`src/rtl/audio_pkg.sv`:
```
// audio_pkg: shared sample types, widths and WM8731 defaults for the audio path
// Contents: SAMPLE_BITS, sample_t, sample_pair_t, default BCLK_DIV/SLOT_BITS,
//           condition_pair() which applies channel swap then mute to a pair.
package audio_pkg;
    localparam int SAMPLE_BITS = 16;
    localparam int WM8731_BCLK_DIV = 8;
    localparam int WM8731_SLOT_BITS = 32;
    typedef logic [SAMPLE_BITS-1:0] sample_t;
    typedef struct packed {
        sample_t left;
        sample_t right;
    } sample_pair_t;
    // Swap happens before mute, so a muted swapped pair is still all zeros.
    function automatic sample_pair_t condition_pair(input sample_pair_t p, input logic exchan, input logic mute);
        sample_pair_t q;
        q = exchan ? {p.right, p.left} : p;
        return mute ? '0 : q;
    endfunction
endpackage

```
`src/rtl/i2s_dac_shifter_if.sv`:
```
// i2s_dac_shifter_if: sample-side bundle between the system core and the I2S shifter
// Signals: audio_l/audio_r (two's complement samples), mute, exchan driven by the core;
//          sample_strobe returned by the shifter when a pair is latched.
// Modports: master = core side, slave = shifter side.
interface i2s_dac_shifter_if;
    import audio_pkg::*;
    sample_t audio_l;
    sample_t audio_r;
    logic mute;
    logic exchan;
    logic sample_strobe;
    modport master (output audio_l, audio_r, mute, exchan, input sample_strobe);
    modport slave (input audio_l, audio_r, mute, exchan, output sample_strobe);
endinterface

```
`src/rtl/i2s_bclk_gen.sv`:
```
// i2s_bclk_gen: codec master clock and bit clock generator
// Ports: clk, reset (sync, active-high) in; aud_xck = clk/2, aud_bclk with a
//        half-period of BCLK_DIV clk cycles, fall_evt = high in the cycle whose
//        edge drives aud_bclk from 1 to 0.
module i2s_bclk_gen #(
    parameter int BCLK_DIV = 8
) (
    input  logic clk,
    input  logic reset,
    output logic aud_xck,
    output logic aud_bclk,
    output logic fall_evt
);
    localparam int DW = $clog2(BCLK_DIV);
    localparam logic [DW-1:0] DIV_LAST = DW'(BCLK_DIV - 1);
    logic [DW-1:0] div_cnt;
    logic tick;
    assign tick = div_cnt == DIV_LAST;
    // Combinational so the parent updates its serial state on the same edge
    // that drops aud_bclk.
    assign fall_evt = tick && aud_bclk;
    always_ff @(posedge clk) begin
        if (reset) begin
            aud_xck <= 1'b0;
            aud_bclk <= 1'b0;
            div_cnt <= '0;
        end else begin
            aud_xck <= ~aud_xck;
            div_cnt <= tick ? '0 : div_cnt + 1'b1;
            if (tick) aud_bclk <= ~aud_bclk;
        end
    end
endmodule

```
`src/rtl/i2s_dac_shifter.sv`:
```
// i2s_dac_shifter: serialises 16-bit L/R samples into an I2S (Philips) stream for a WM8731 DAC
// Ports: clk, reset (sync, active-high); smp (slave side of i2s_dac_shifter_if:
//        audio_l, audio_r, mute, exchan in, sample_strobe out); aud_xck, aud_bclk,
//        aud_daclrck (0 = left slot), aud_dacdat to the codec pins. All outputs registered.
module i2s_dac_shifter
    import audio_pkg::*;
#(
    parameter int BCLK_DIV = WM8731_BCLK_DIV,
    parameter int SLOT_BITS = WM8731_SLOT_BITS
) (
    input  logic clk,
    input  logic reset,
    i2s_dac_shifter_if.slave smp,
    output logic aud_xck,
    output logic aud_bclk,
    output logic aud_daclrck,
    output logic aud_dacdat
);
    localparam int FRAME_BITS = 2 * SLOT_BITS;
    localparam int CW = $clog2(FRAME_BITS);
    localparam logic [CW-1:0] LAST = CW'(FRAME_BITS - 1);
    localparam logic [CW-1:0] RIGHT_START = CW'(SLOT_BITS);
    logic fall_evt;
    logic wrap;
    logic strobe;
    logic [CW-1:0] bit_cnt;
    logic [CW-1:0] next_cnt;
    logic [FRAME_BITS-1:0] frame;
    logic [FRAME_BITS-1:0] next_frame;
    sample_pair_t pair;
    i2s_bclk_gen #(.BCLK_DIV(BCLK_DIV)) u_bclk (
        .clk(clk),
        .reset(reset),
        .aud_xck(aud_xck),
        .aud_bclk(aud_bclk),
        .fall_evt(fall_evt)
    );
    assign wrap = bit_cnt == LAST;
    assign next_cnt = wrap ? '0 : bit_cnt + 1'b1;
    assign pair = condition_pair({smp.audio_l, smp.audio_r}, smp.exchan, smp.mute);
    assign smp.sample_strobe = strobe;
    // Frame bit i is index i: left MSB at 0, right MSB at SLOT_BITS, padding zeros after each.
    always_comb begin
        next_frame = '0;
        for (int i = 0; i < SAMPLE_BITS; i++) begin
            next_frame[i] = pair.left[SAMPLE_BITS-1-i];
            next_frame[SLOT_BITS+i] = pair.right[SAMPLE_BITS-1-i];
        end
    end
    // The one-bit I2S delay means the bit shown at new count k is frame bit k-1,
    // which is always the current count (including the wrap, where it is the
    // last bit of the outgoing frame, read before the reload below).
    always_ff @(posedge clk) begin
        if (reset) begin
            bit_cnt <= '0;
            frame <= '0;
            aud_daclrck <= 1'b0;
            aud_dacdat <= 1'b0;
            strobe <= 1'b0;
        end else begin
            strobe <= fall_evt && wrap;
            if (fall_evt) begin
                bit_cnt <= next_cnt;
                aud_daclrck <= next_cnt >= RIGHT_START;
                aud_dacdat <= frame[bit_cnt];
                if (wrap) frame <= next_frame;
            end
        end
    end
endmodule

```
`src/flat_wrapper.sv`:
```
// flat-port wrapper written by rule: the top's interface ports become plain ports
module i2s_dac_shifter_flat import audio_pkg::*;
#(
    parameter int BCLK_DIV = WM8731_BCLK_DIV,
    parameter int SLOT_BITS = WM8731_SLOT_BITS
)
  (clk, reset, aud_xck, aud_bclk, aud_daclrck, aud_dacdat, smp_audio_l, smp_audio_r, smp_mute, smp_exchan, smp_sample_strobe);
  i2s_dac_shifter_if smp_i ();
  input  logic clk;
  input  logic reset;
  output logic aud_xck;
  output logic aud_bclk;
  output logic aud_daclrck;
  output logic aud_dacdat;
  input wire logic [$bits(smp_i.audio_l)-1:0] smp_audio_l;
  input wire logic [$bits(smp_i.audio_r)-1:0] smp_audio_r;
  input wire logic [$bits(smp_i.mute)-1:0] smp_mute;
  input wire logic [$bits(smp_i.exchan)-1:0] smp_exchan;
  output wire logic [$bits(smp_i.sample_strobe)-1:0] smp_sample_strobe;
  assign smp_i.audio_l = smp_audio_l;
  assign smp_i.audio_r = smp_audio_r;
  assign smp_i.mute = smp_mute;
  assign smp_i.exchan = smp_exchan;
  assign smp_sample_strobe = smp_i.sample_strobe;
  i2s_dac_shifter #(.BCLK_DIV(BCLK_DIV), .SLOT_BITS(SLOT_BITS)) u_core (.clk(clk), .reset(reset), .smp(smp_i), .aud_xck(aud_xck), .aud_bclk(aud_bclk), .aud_daclrck(aud_daclrck), .aud_dacdat(aud_dacdat));
endmodule
```
`config.mk`:
```
export PLATFORM = sky130hd
export DESIGN_NAME = i2s_dac_shifter_flat
export DESIGN_NICKNAME = d
export VERILOG_FILES = /design/src/rtl/audio_pkg.sv /design/src/rtl/i2s_dac_shifter_if.sv /design/src/rtl/i2s_bclk_gen.sv /design/src/rtl/i2s_dac_shifter.sv /design/src/flat_wrapper.sv
export SDC_FILE = /design/constraint.sdc
export NUM_CORES = 1
export LEC_CHECK = 0
export CAP_MARGIN = 20
export CORE_ASPECT_RATIO = 2
export CORE_MARGIN = 2
export CORE_UTILIZATION = 50
export CTS_BUF_LIST = sky130_fd_sc_hd__clkbuf_8
export DETAILED_ROUTE_END_ITERATION = 16
export PLACE_DENSITY = 0.87
export SLEW_MARGIN = 15
export SYNTH_ARGS = -nofsm -noshare
export SYNTH_HDL_FRONTEND = slang
export SYNTH_SLANG_ARGS = --single-unit
```
`constraint.sdc`:
```
create_clock -name clk -period 2.1 [get_ports clk]
set_input_delay 0.42 -clock clk [delete_from_list [all_inputs] [get_ports clk]]
set_output_delay 0.42 -clock clk [all_outputs]
set_load 0.02 [all_outputs]
```
==> results.md <==
* HPWL after DPL at between 3 and 4 mm
* FMAX at 0.522 GHz
* Area of the core at 0.00430 mm2
* Worst EP required at around 2.3 ns
* Clock Skew at approximately 0.0043 ns
* Period utilization at 91.1%
* Layout cell share with drive strength beyond 1 at between 8 and 9%
* Delay of the slowest critical-path stage at 0.48 ns
* Crit path max-delay cell type: or3_4
* Inserted Clock Buffers at 5
* Routed vias at 1,796
* Unrepaired setup endpoints after global routing: no
* CTS tree: built
* Unique masters post-synth at 31
* Worst-path clk slew at approximately 0.08 ns
* Final Max Slew Viols at 0
* Final ANT Viol Nets at 0
* Total track usage at 20.8%
* Drt first pass iters at 4
* Gpl congestion at between 0.8 and 0.9
* Clock Latency Late Sink at 0.30 ns
* Chip Height at between 90 and 100 um
* Worst Hold Class: reg -> reg
* Setup CP Type: reg -> reg
* Most frequent CP cell: ha_1
* Critical-path cell list: ha_1 > ha_1 > and2_0 > nand4_1 > buf_4 > or3_4 > o21ai_0
* Drt first-iter violations at 35
* Multiplexer area fraction after synthesis at roughly 24%
* Adder-cell share of the synthesized area at 1.69%
* Layout fillers at 355
* H-tree Lvls at 2
* ANT cells at 0
* Leading post-synthesis cells by cell area: dfxtp_1 (41%), mux2i_1 (16%), mux4_1 (8.3%), o21ai_1 (7.0%), nand2_1 (6.6%)
* GRT met2 Usage at 38.2%
* Register area share after synthesis at about 41%
* Max-Cap Viols at 0
* Minimum clock period at 1.91 ns
* Hold slack at between 0.4 and 0.5 ns
* Synth warnings at 0
* Post-synth top area share at 41.4%
* Post-synth top flop: dfxtp_1
* # Post-CTS Setup Buffers at 0
* Outcome: complete, no violations
* LEAKAGE at roughly 1.1 nW
* Number of global-route vias before repair at ~1.9k
* Area of the multi-input gates at ~0.0012 mm2
* Synth top cells by count: dfxtp_1 (46), nand2_1 (39), mux2i_1 (35)
* Net count, final at 308
* Worst Setup End Kind: register
* Slew @ Worst Pin at between 0.3 and 0.4 ns
* Pwr Density at 564 mW/mm2
* DR vias/cell at 5.56
* Root Buffer: clkbuf_8
* Sinks on Clock Net at 46
* Setup TNS at 0 ns
* Met1 Usage GRT at 20.1%
* #FFs+latches synth at 46
* Hold_buf cts at 0
* Met3 usage at around 3.5%
* Relative slew slack at 78.3%
* Simple-Gate Fraction of Synth Area at 16.4%
* Port-buffer cells at 40
* Final setup vio count at 0
* Chip width at 51.1 um
* Worst path arrival time at 2.14 ns
* IO Count at 41
* Syn Nets at between 200 and 300
* Top-count cell post-synth: dfxtp_1
* Synth Area in XOR/XNOR at 1.97%
* Register Area at 921 um2
* Area growth, synth to finish at 24.2%
* Initial Util at 51.7%
* Routed len/inst at 14.2 um
* Synth area leader: dfxtp_1
* DRC viols at 0
* Mapped Avg Cell Area at 9.75 um2
* Post-Syn Area at approximately 0.0022 mm2
* Largest family of logic cells by synthesized area: multiplexers
* Initial antenna violation count at 0
* FP Rows at 34
* Cells after Synth at 228
* Total grt overflow at 0
* Largest net degree at the start of global routing at 33
* Post-CTS sizing at 0
* Busiest grt layer: met2
* Die area at 0.00503 mm2
* Complex-gate fraction of the synthesized area at between 8 and 9%
* Peak VDD IR at 0.536 mV
* Critical path peak fanout at 32
* Routed wire length at 4.60 mm
* CP startpoint kind: register
* FFs w/ async S/R, synth at 0%
* Maximum clock insertion buffer count at 2
* Post-synth EDFFs at 0
* First-pass GRT wire length at 7.91 mm
* Final hold violations at 0
per-layer routing:
metal | routed length (um) | share of wire, %
met1 | 1700 | 37
met5 | 0 | 0
met4 | 199 | 4.3
met3 | 147 | 3.2
met2 | 2550 | 55
metrics by stage:
step                worst slack (ns)  cell area (um2)  util, %  instances  total power (W)
finish                         0.186             2760     64.2        323          0.00156
floorplan                      0.295             2220        -        228         0.000973
global placement             -0.0941             2660     61.9        315          0.00106
detailed placement             0.104             2680     62.3        316          0.00107
global route                  0.0574             2760     64.2        323          0.00162
CTS                            0.141             2750     64.1        323          0.00156
cells by family (layout without fill, tap and decap cells):
kind of cell             Yosys count  count (layout)
flip-flops                        46              46
adder cells (fa/ha/maj)            3               3
XOR/XNOR                           5               5
multiplexers                      42              42
buffers and inverters             18              59
AO/OA/AOI/OAI                     39              39
AND/OR/NAND/NOR                   75              75
final timing paths:
check,from,to,slack (ns),depth (start not counted)
worst max-delay path,u_core.u_bclk.div_cnt[0],u_core.frame[45],0.19,7
worst min-delay path,u_core.u_bclk.aud_xck,u_core.u_bclk.aud_xck,0.41,1
worst max register to register,u_core.u_bclk.div_cnt[0],u_core.frame[45],0.19,7
worst min register to register,u_core.u_bclk.aud_xck,u_core.u_bclk.aud_xck,0.41,1
where the power goes:
group	total, W	internal [W]	switching [W]
Combinational	0.000167	0.000100	0.0000669
Clock	0.000508	0.000224	0.000284
Sequential	0.000880	0.000878	0.00000268
area by class of cell:
cell class | instances | area share (%)
Sequential cell | 46 | 33.4
Clock buffer | 5 | 2.49
Multi-Input combinational cell | 164 | 43.0
Tap cell | 54 | 2.45
Clock inverter | 2 | 0.363
Timing Repair Buffer | 52 | 18.3
state kept, by name (all words and copies together) (netlist names):
signal                    cells
u_core.smp.sample_strobe      1
u_core.aud_dacdat             1
u_core.aud_daclrck            1
u_core.u_bclk.aud_xck         1
u_core.u_bclk.aud_bclk        1
u_core.u_bclk.div_cnt         3
u_core.frame                 32
u_core.bit_cnt                6
placed cells by master (no fill, tap or decap), types with 3 or more instances in the layout:
cell type,instances
dfxtp_1,46
nand2_1,39
clkdlybuf4s50_1,39
mux2i_1,35
o21ai_1,31
buf_4,10
nor2_1,7
mux4_1,7
nor3_1,6
clkbuf_8,5
o21ai_0,4
nand3_1,4
xnor2_1,3
nor3b_1,3
a21oi_1,3
ha_1,3
worst max-delay path, delay by kind of cell, from the launching register on:
| kind | cells | cell delay, ns |
|---|---|---|
| flops | 1 | 0.35 |
| fa+ha+maj | 2 | 0.32 |
| buf+inv | 1 | 0.18 |
| simple gates | 3 | 0.80 |
| compound gates | 1 | 0.20 |
Note: power is estimated with default switching activity, not from simulation.
